[src/rtl/vx_commit_collector.sv]
// Per-issue-slot commit collector: round-robin arbitration over execute units with
// multi-packet locking, a registered writeback port and retire reporting.
// Optional perf counters are enabled by defining VX_COMMIT_PERF_EN.
module vx_commit_collector #(
  parameter int NUM_UNITS   = 5,
  parameter int NUM_THREADS = 4,
  parameter int XLEN        = 32,
  parameter int NW_BITS     = 2,
  parameter int NR_BITS     = 6
) (
  input  logic                                clk,
  input  logic                                reset,
  input  logic [NUM_UNITS-1:0]                in_valid,
  output logic [NUM_UNITS-1:0]                in_ready,
  input  logic [NUM_UNITS*NW_BITS-1:0]        in_wid,
  input  logic [NUM_UNITS*NUM_THREADS-1:0]    in_tmask,
  input  logic [NUM_UNITS-1:0]                in_wb,
  input  logic [NUM_UNITS*NR_BITS-1:0]        in_rd,
  input  logic [NUM_UNITS*NUM_THREADS*XLEN-1:0] in_data,
  input  logic [NUM_UNITS-1:0]                in_sop,
  input  logic [NUM_UNITS-1:0]                in_eop,
  output logic                                wb_valid,
  output logic [NW_BITS-1:0]                  wb_wid,
  output logic [NR_BITS-1:0]                  wb_rd,
  output logic [NUM_THREADS-1:0]              wb_tmask,
  output logic [NUM_THREADS*XLEN-1:0]         wb_data,
  output logic                                commit_valid,
  output logic [NW_BITS-1:0]                  commit_wid,
  output logic [$clog2(NUM_THREADS+1)-1:0]    commit_size
`ifdef VX_COMMIT_PERF_EN
  ,
  output logic [63:0]                         perf_instret,
  output logic [63:0]                         perf_stall
`endif
);

  localparam int UW = (NUM_UNITS > 1) ? $clog2(NUM_UNITS) : 1;
  localparam int CW = $clog2(NUM_THREADS + 1);
  localparam int DW = NUM_THREADS * XLEN;

  function automatic logic [CW-1:0] popcount(input logic [NUM_THREADS-1:0] mask);
    logic [CW-1:0] cnt;
    cnt = {CW{1'b0}};
    for (int i = 0; i < NUM_THREADS; i++) begin
      cnt = cnt + CW'(mask[i]);
    end
    return cnt;
  endfunction

  logic [UW-1:0]        rr_ptr_r;
  logic [UW-1:0]        locked_unit_r;
  logic                 lock_r;
  logic                 grant_found_s;
  logic [UW-1:0]        grant_idx_s;
  logic [NUM_UNITS-1:0] grant_oh_s;
  logic                 accept_s;
  logic                 sel_wb_s;
  logic                 sel_sop_s;
  logic                 sel_eop_s;
  logic [NW_BITS-1:0]   sel_wid_s;
  logic [NR_BITS-1:0]   sel_rd_s;
  logic [NUM_THREADS-1:0] sel_tmask_s;
  logic [DW-1:0]        sel_data_s;

  // Grant selection: the locked unit only, otherwise first valid unit from rr_ptr upward
  always_comb begin
    int  cand;
    logic hit;
    cand          = 0;
    hit           = 1'b0;
    grant_found_s = 1'b0;
    grant_idx_s   = {UW{1'b0}};
    if (lock_r) begin
      grant_found_s = in_valid[locked_unit_r];
      grant_idx_s   = locked_unit_r;
    end else begin
      for (int i = 0; i < NUM_UNITS; i++) begin
        cand          = (int'(rr_ptr_r) + i) % NUM_UNITS;
        hit           = in_valid[cand[UW-1:0]] & ~grant_found_s;
        grant_idx_s   = hit ? cand[UW-1:0] : grant_idx_s;
        grant_found_s = grant_found_s | hit;
      end
    end
  end

  // One-hot grant and AND-OR mux of the granted unit's packet fields
  always_comb begin
    grant_oh_s  = {NUM_UNITS{1'b0}};
    sel_wb_s    = 1'b0;
    sel_sop_s   = 1'b0;
    sel_eop_s   = 1'b0;
    sel_wid_s   = {NW_BITS{1'b0}};
    sel_rd_s    = {NR_BITS{1'b0}};
    sel_tmask_s = {NUM_THREADS{1'b0}};
    sel_data_s  = {DW{1'b0}};
    for (int u = 0; u < NUM_UNITS; u++) begin
      grant_oh_s[u] = grant_found_s & (grant_idx_s == UW'(u));
      sel_wb_s      = sel_wb_s    | (in_wb[u]  & grant_oh_s[u]);
      sel_sop_s     = sel_sop_s   | (in_sop[u] & grant_oh_s[u]);
      sel_eop_s     = sel_eop_s   | (in_eop[u] & grant_oh_s[u]);
      sel_wid_s     = sel_wid_s   | (in_wid[u*NW_BITS +: NW_BITS] & {NW_BITS{grant_oh_s[u]}});
      sel_rd_s      = sel_rd_s    | (in_rd[u*NR_BITS +: NR_BITS] & {NR_BITS{grant_oh_s[u]}});
      sel_tmask_s   = sel_tmask_s | (in_tmask[u*NUM_THREADS +: NUM_THREADS] & {NUM_THREADS{grant_oh_s[u]}});
      sel_data_s    = sel_data_s  | (in_data[u*DW +: DW] & {DW{grant_oh_s[u]}});
    end
  end

  // Nothing is accepted while reset is held, so ready stays low then too
  assign in_ready = grant_oh_s & {NUM_UNITS{reset}};
  assign accept_s = grant_found_s & reset;

  // Arbitration state: rotate after a completed instruction, lock across sop..eop
  always_ff @(posedge clk or negedge reset) begin
    if (!reset) begin
      rr_ptr_r      <= {UW{1'b0}};
      lock_r        <= 1'b0;
      locked_unit_r <= {UW{1'b0}};
    end else if (accept_s) begin
      if (sel_eop_s) begin
        lock_r   <= 1'b0;
        rr_ptr_r <= (grant_idx_s == UW'(NUM_UNITS - 1)) ? {UW{1'b0}} : grant_idx_s + UW'(1);
      end else if (sel_sop_s) begin
        lock_r        <= 1'b1;
        locked_unit_r <= grant_idx_s;
      end
    end
  end

  // Registered writeback and retire outputs; strobes are single-cycle pulses
  always_ff @(posedge clk or negedge reset) begin
    if (!reset) begin
      wb_valid     <= 1'b0;
      wb_wid       <= {NW_BITS{1'b0}};
      wb_rd        <= {NR_BITS{1'b0}};
      wb_tmask     <= {NUM_THREADS{1'b0}};
      wb_data      <= {DW{1'b0}};
      commit_valid <= 1'b0;
      commit_wid   <= {NW_BITS{1'b0}};
      commit_size  <= {CW{1'b0}};
    end else begin
      wb_valid     <= accept_s & sel_wb_s;
      commit_valid <= accept_s & sel_eop_s;
      if (accept_s) begin
        wb_wid   <= sel_wid_s;
        wb_rd    <= sel_rd_s;
        wb_tmask <= sel_tmask_s;
        wb_data  <= sel_data_s;
      end
      if (accept_s && sel_eop_s) begin
        commit_wid  <= sel_wid_s;
        commit_size <= popcount(sel_tmask_s);
      end
    end
  end

`ifdef VX_COMMIT_PERF_EN
  function automatic logic [63:0] sat_add(input logic [63:0] acc, input logic [63:0] inc);
    logic [64:0] sum;
    sum = {1'b0, acc} + {1'b0, inc};
    return sum[64] ? {64{1'b1}} : sum[63:0];
  endfunction

  logic stall_s;
  assign stall_s = |(in_valid & ~in_ready);

  // Saturating retire and stall counters; instret tracks the commit being registered
  always_ff @(posedge clk or negedge reset) begin
    if (!reset) begin
      perf_instret <= 64'd0;
      perf_stall   <= 64'd0;
    end else begin
      if (accept_s && sel_eop_s) begin
        perf_instret <= sat_add(perf_instret, 64'(popcount(sel_tmask_s)));
      end
      if (stall_s) begin
        perf_stall <= sat_add(perf_stall, 64'd1);
      end
    end
  end
`endif

endmodule

[config.mk]
export PLATFORM = sky130hd
export DESIGN_NAME = vx_commit_collector
export DESIGN_NICKNAME = d
export VERILOG_FILES = /design/src/rtl/vx_commit_collector.sv
export SDC_FILE = /design/constraint.sdc
export NUM_CORES = 1
export LEC_CHECK = 0
export ABC_AREA = 1
export CORE_AREA = 2 2 338 340
export DETAILED_ROUTE_END_ITERATION = 12
export DIE_AREA = 0 0 340 342
export PLACE_DENSITY = 0.31
export RECOVER_POWER = 50
export SLEW_MARGIN = 20
export SYNTH_ARGS = -nofsm -noshare
export SYNTH_HDL_FRONTEND = slang
export SYNTH_SLANG_ARGS = --single-unit
[constraint.sdc]
create_clock -name clk -period 9.71 [get_ports clk]
set_input_delay 1.942 -clock clk [delete_from_list [all_inputs] [get_ports clk]]
set_output_delay 1.942 -clock clk [all_outputs]
set_load 0.005 [all_outputs]
==> results.cfg <==
[run_status]
status = finished with violations
violations = max-capacitance violations, max-slew violations

[critical_path]
cp_max_fo = 16
reg2reg_depth = 36
startpoint_type = flip-flop
critPathArrivalTime_ns = 6.27
cp_common_cell = nand2_1
crit_path_end_kind = primary output
cp_slowest_cell = dfrtp_1
cp_slowest_stage_delay_ns = 0.76
path_class = reg2out
required_ns = 7.77

[routing]
viasPerCell = 3.833
drtIter0Drc = 843
firstDrtPassIters = 8
drtAntennaViolNets = 0
wl_per_cell_um = 23.39
routed_wl_um = 94910
dr_total_vias = 15556
drc = 0

[hold_path]
min_path_cells = 2
hp-class = reg2reg

[logic_synthesis]
yosysMostFrequentCell = nand2_1
yosys-top-cells-count = 846 x nand2_1, 154 x dfrtp_1, 122 x o22a_1
synth_edf_count = 0
syn_avg_cell_area_um2 = 6.706
synth.yosys.seq_area_share_pct = 33.25
ys.flop_type = dfrtp_1
synth_top_area_share_pct = 33.25
netlist_instances = 1728
yosys_warnings = 0
synth_area_leaders = dfrtp_1 33%, nand2_1 27%, o22a_1 9.2%
async_flop_share_pct = 100.0
synth_nets = 2479
synth-seq-cells = 154
synth_largest_area_cell = dfrtp_1
synth.distinct_cells = 46
syn-cell-area_mm2 = 0.01159

[timing]
worstMarginPinSlew_ns = 3.548
finalMaxSlewViolations = 105
slew_headroom_pct = -136.5
finalSetupTns_ns = 0
worst_clock_skew_ns = 0.01482
min_period_ns = 8.209
fin_crit_sh_pct = 84.55
final_hold_viol_count = 0
fmax_ghz = 0.1218
rsz0062_at_grt = false
setup_viol = 0

[power]
peakVddDrop_v = 0.0002983
total_leakage_power_uw = 0.009012
power_uw = 8869
power-per-cell-area_mw_per_mm2 = 395.9

[global_route]
grt.overflow.total = 0
antenna_found_initial = 22
grt_max_degree = 111
grt_pass1_vias = 16437
grt_pass1_wl_um = 129600
grt.total_usage_pct = 15.73

[run]
drv_cap = 2

[cts]
cts_root_buffer = clkbuf_16
cts_made_buffers = 17
cts_buffer_depth = 2
cts_tree = done
path_clk_slew_ns = 0.07
htree_levels = 4
clkLatencyLatePin_ns = 0.50
cts_sinks = 154
holdBufCountCts = 0
cts_setup_buffers = 0
cts_resized = 0

[floorplan]
die_h_um = 342
core_area_mm2 = 0.1131
die_w_um = 340
core.rowCount = 124
start_util_pct = 10.25
io_pins = 874
dieArea_mm2 = 0.1163

[placement]
routabilityCongestion = 0.9377
detailed_place.area_mm2 = 0.02183
port-buffer-count = 873
hpwl_um = 76140

[cells_and_area]
syn2layout_area_growth_pct = 93.32
nFillCells = 12717
final_area_mm2 = 0.02240
finalNetCount = 3282
drive_above_1_share_pct = 3.541
==> cell families after synthesis <==
family / synth area share [%]
AO/OA/AOI/OAI: 17.71
buffers and inverters: 7.104
XOR/XNOR: 0.3672
adder cells (fa/ha/maj): 3.261
flip-flops: 33.25
AND/OR/NAND/NOR: 38.31
==> placed cells by master (no fill, tap or decap), types with 26 or more instances in the layout <==
master	Yosys	layout
ha_1	27	26
o22a_1	122	122
dlygate4sd3_1	0	76
a21oi_1	111	111
inv_1	49	49
nor2_1	42	41
nand2_1	846	846
dfrtp_1	154	154
nand4_1	43	43
clkdlybuf4s50_1	0	796
nand3_1	121	121
==> worst max-delay path: cells and delay by family, from the launching register on <==
family                     cells  cell delay [ns]
AOI/OAI and AO/OA              2             0.58
xor gates and xnor gates       1             0.26
adders and majority gates      4             1.21
buffers and inverters          5             1.13
DFF                            1             0.76
and+or+nand+nor               16             1.80
==> registers in the layout (all words and copies together), names as in the netlist <==
| signal | flops |
|---|---|
| wb_data | 128 |
| wb_rd | 6 |
| wb_tmask | 4 |
| commit_size | 3 |
| locked_unit_r | 3 |
| rr_ptr_r | 3 |
| commit_wid | 2 |
| wb_wid | 2 |
| commit_valid | 1 |
| lock_r | 1 |
| wb_valid | 1 |
==> layer usage <==
metal	routed length (um)	track usage (%)	up-vias	share of wire, %
met5	205	0	-	0.22
met4	1831	4.130	30	1.9
met3	5905	4.128	90	6.2
met2	46860	27.32	577	49
met1	40110	19.14	7494	42
li1	-	-	7365	-
==> through the flow <==
stage / cells / utilization [%] / hold WS (ns) / setup slack [ns]
detailed placement: 4024 / 19.31 / 0.4751 / 2.030
global placement: 4024 / 19.31 / 0.4732 / 2.004
CTS: 4054 / 19.81 / 0.5025 / 1.433
floorplan: 1728 / - / 0.4724 / 3.299
finish: 4058 / 19.81 / 0.4935 / 1.501
global route: 4057 / 19.81 / 0.5193 / 0.8109
==> area by class of cell <==
cell class	instances	area, um^2	area share, %
clock buffer	19	442.9	1.977
inverter	62	255.2	1.139
sequential	154	3854	17.20
timing repair buffer	892	8890	39.68
clock inverter	11	122.6	0.5473
multi-input combinational	1404	6937	30.96
tap	1512	1892	8.445
antenna	4	10.01	0.04468
==> power breakdown <==
part	internal (uW)	leakage (uW)	switching, uW
registers	1010	0.00181	220
clock network	383	0.000279	337
logic	2420	0.00692	4500
total	3810	0.00901	5060
==> worst paths after layout <==
path / slack, ns / startpoint / to
worst max-delay path: 1.50 / rr_ptr_r[0] / in_ready[4]
worst max register to register: 2.26 / rr_ptr_r[0] / commit_size[1]
min in group asynchronous: 1.44 / reset / wb_data[77]
worst min-delay path: 0.49 / commit_wid[1] / commit_wid[1]
worst min register to register: 0.49 / commit_wid[1] / commit_wid[1]
max in group asynchronous: 4.47 / reset / wb_data[11]
(Power assumes the default switching activity.)
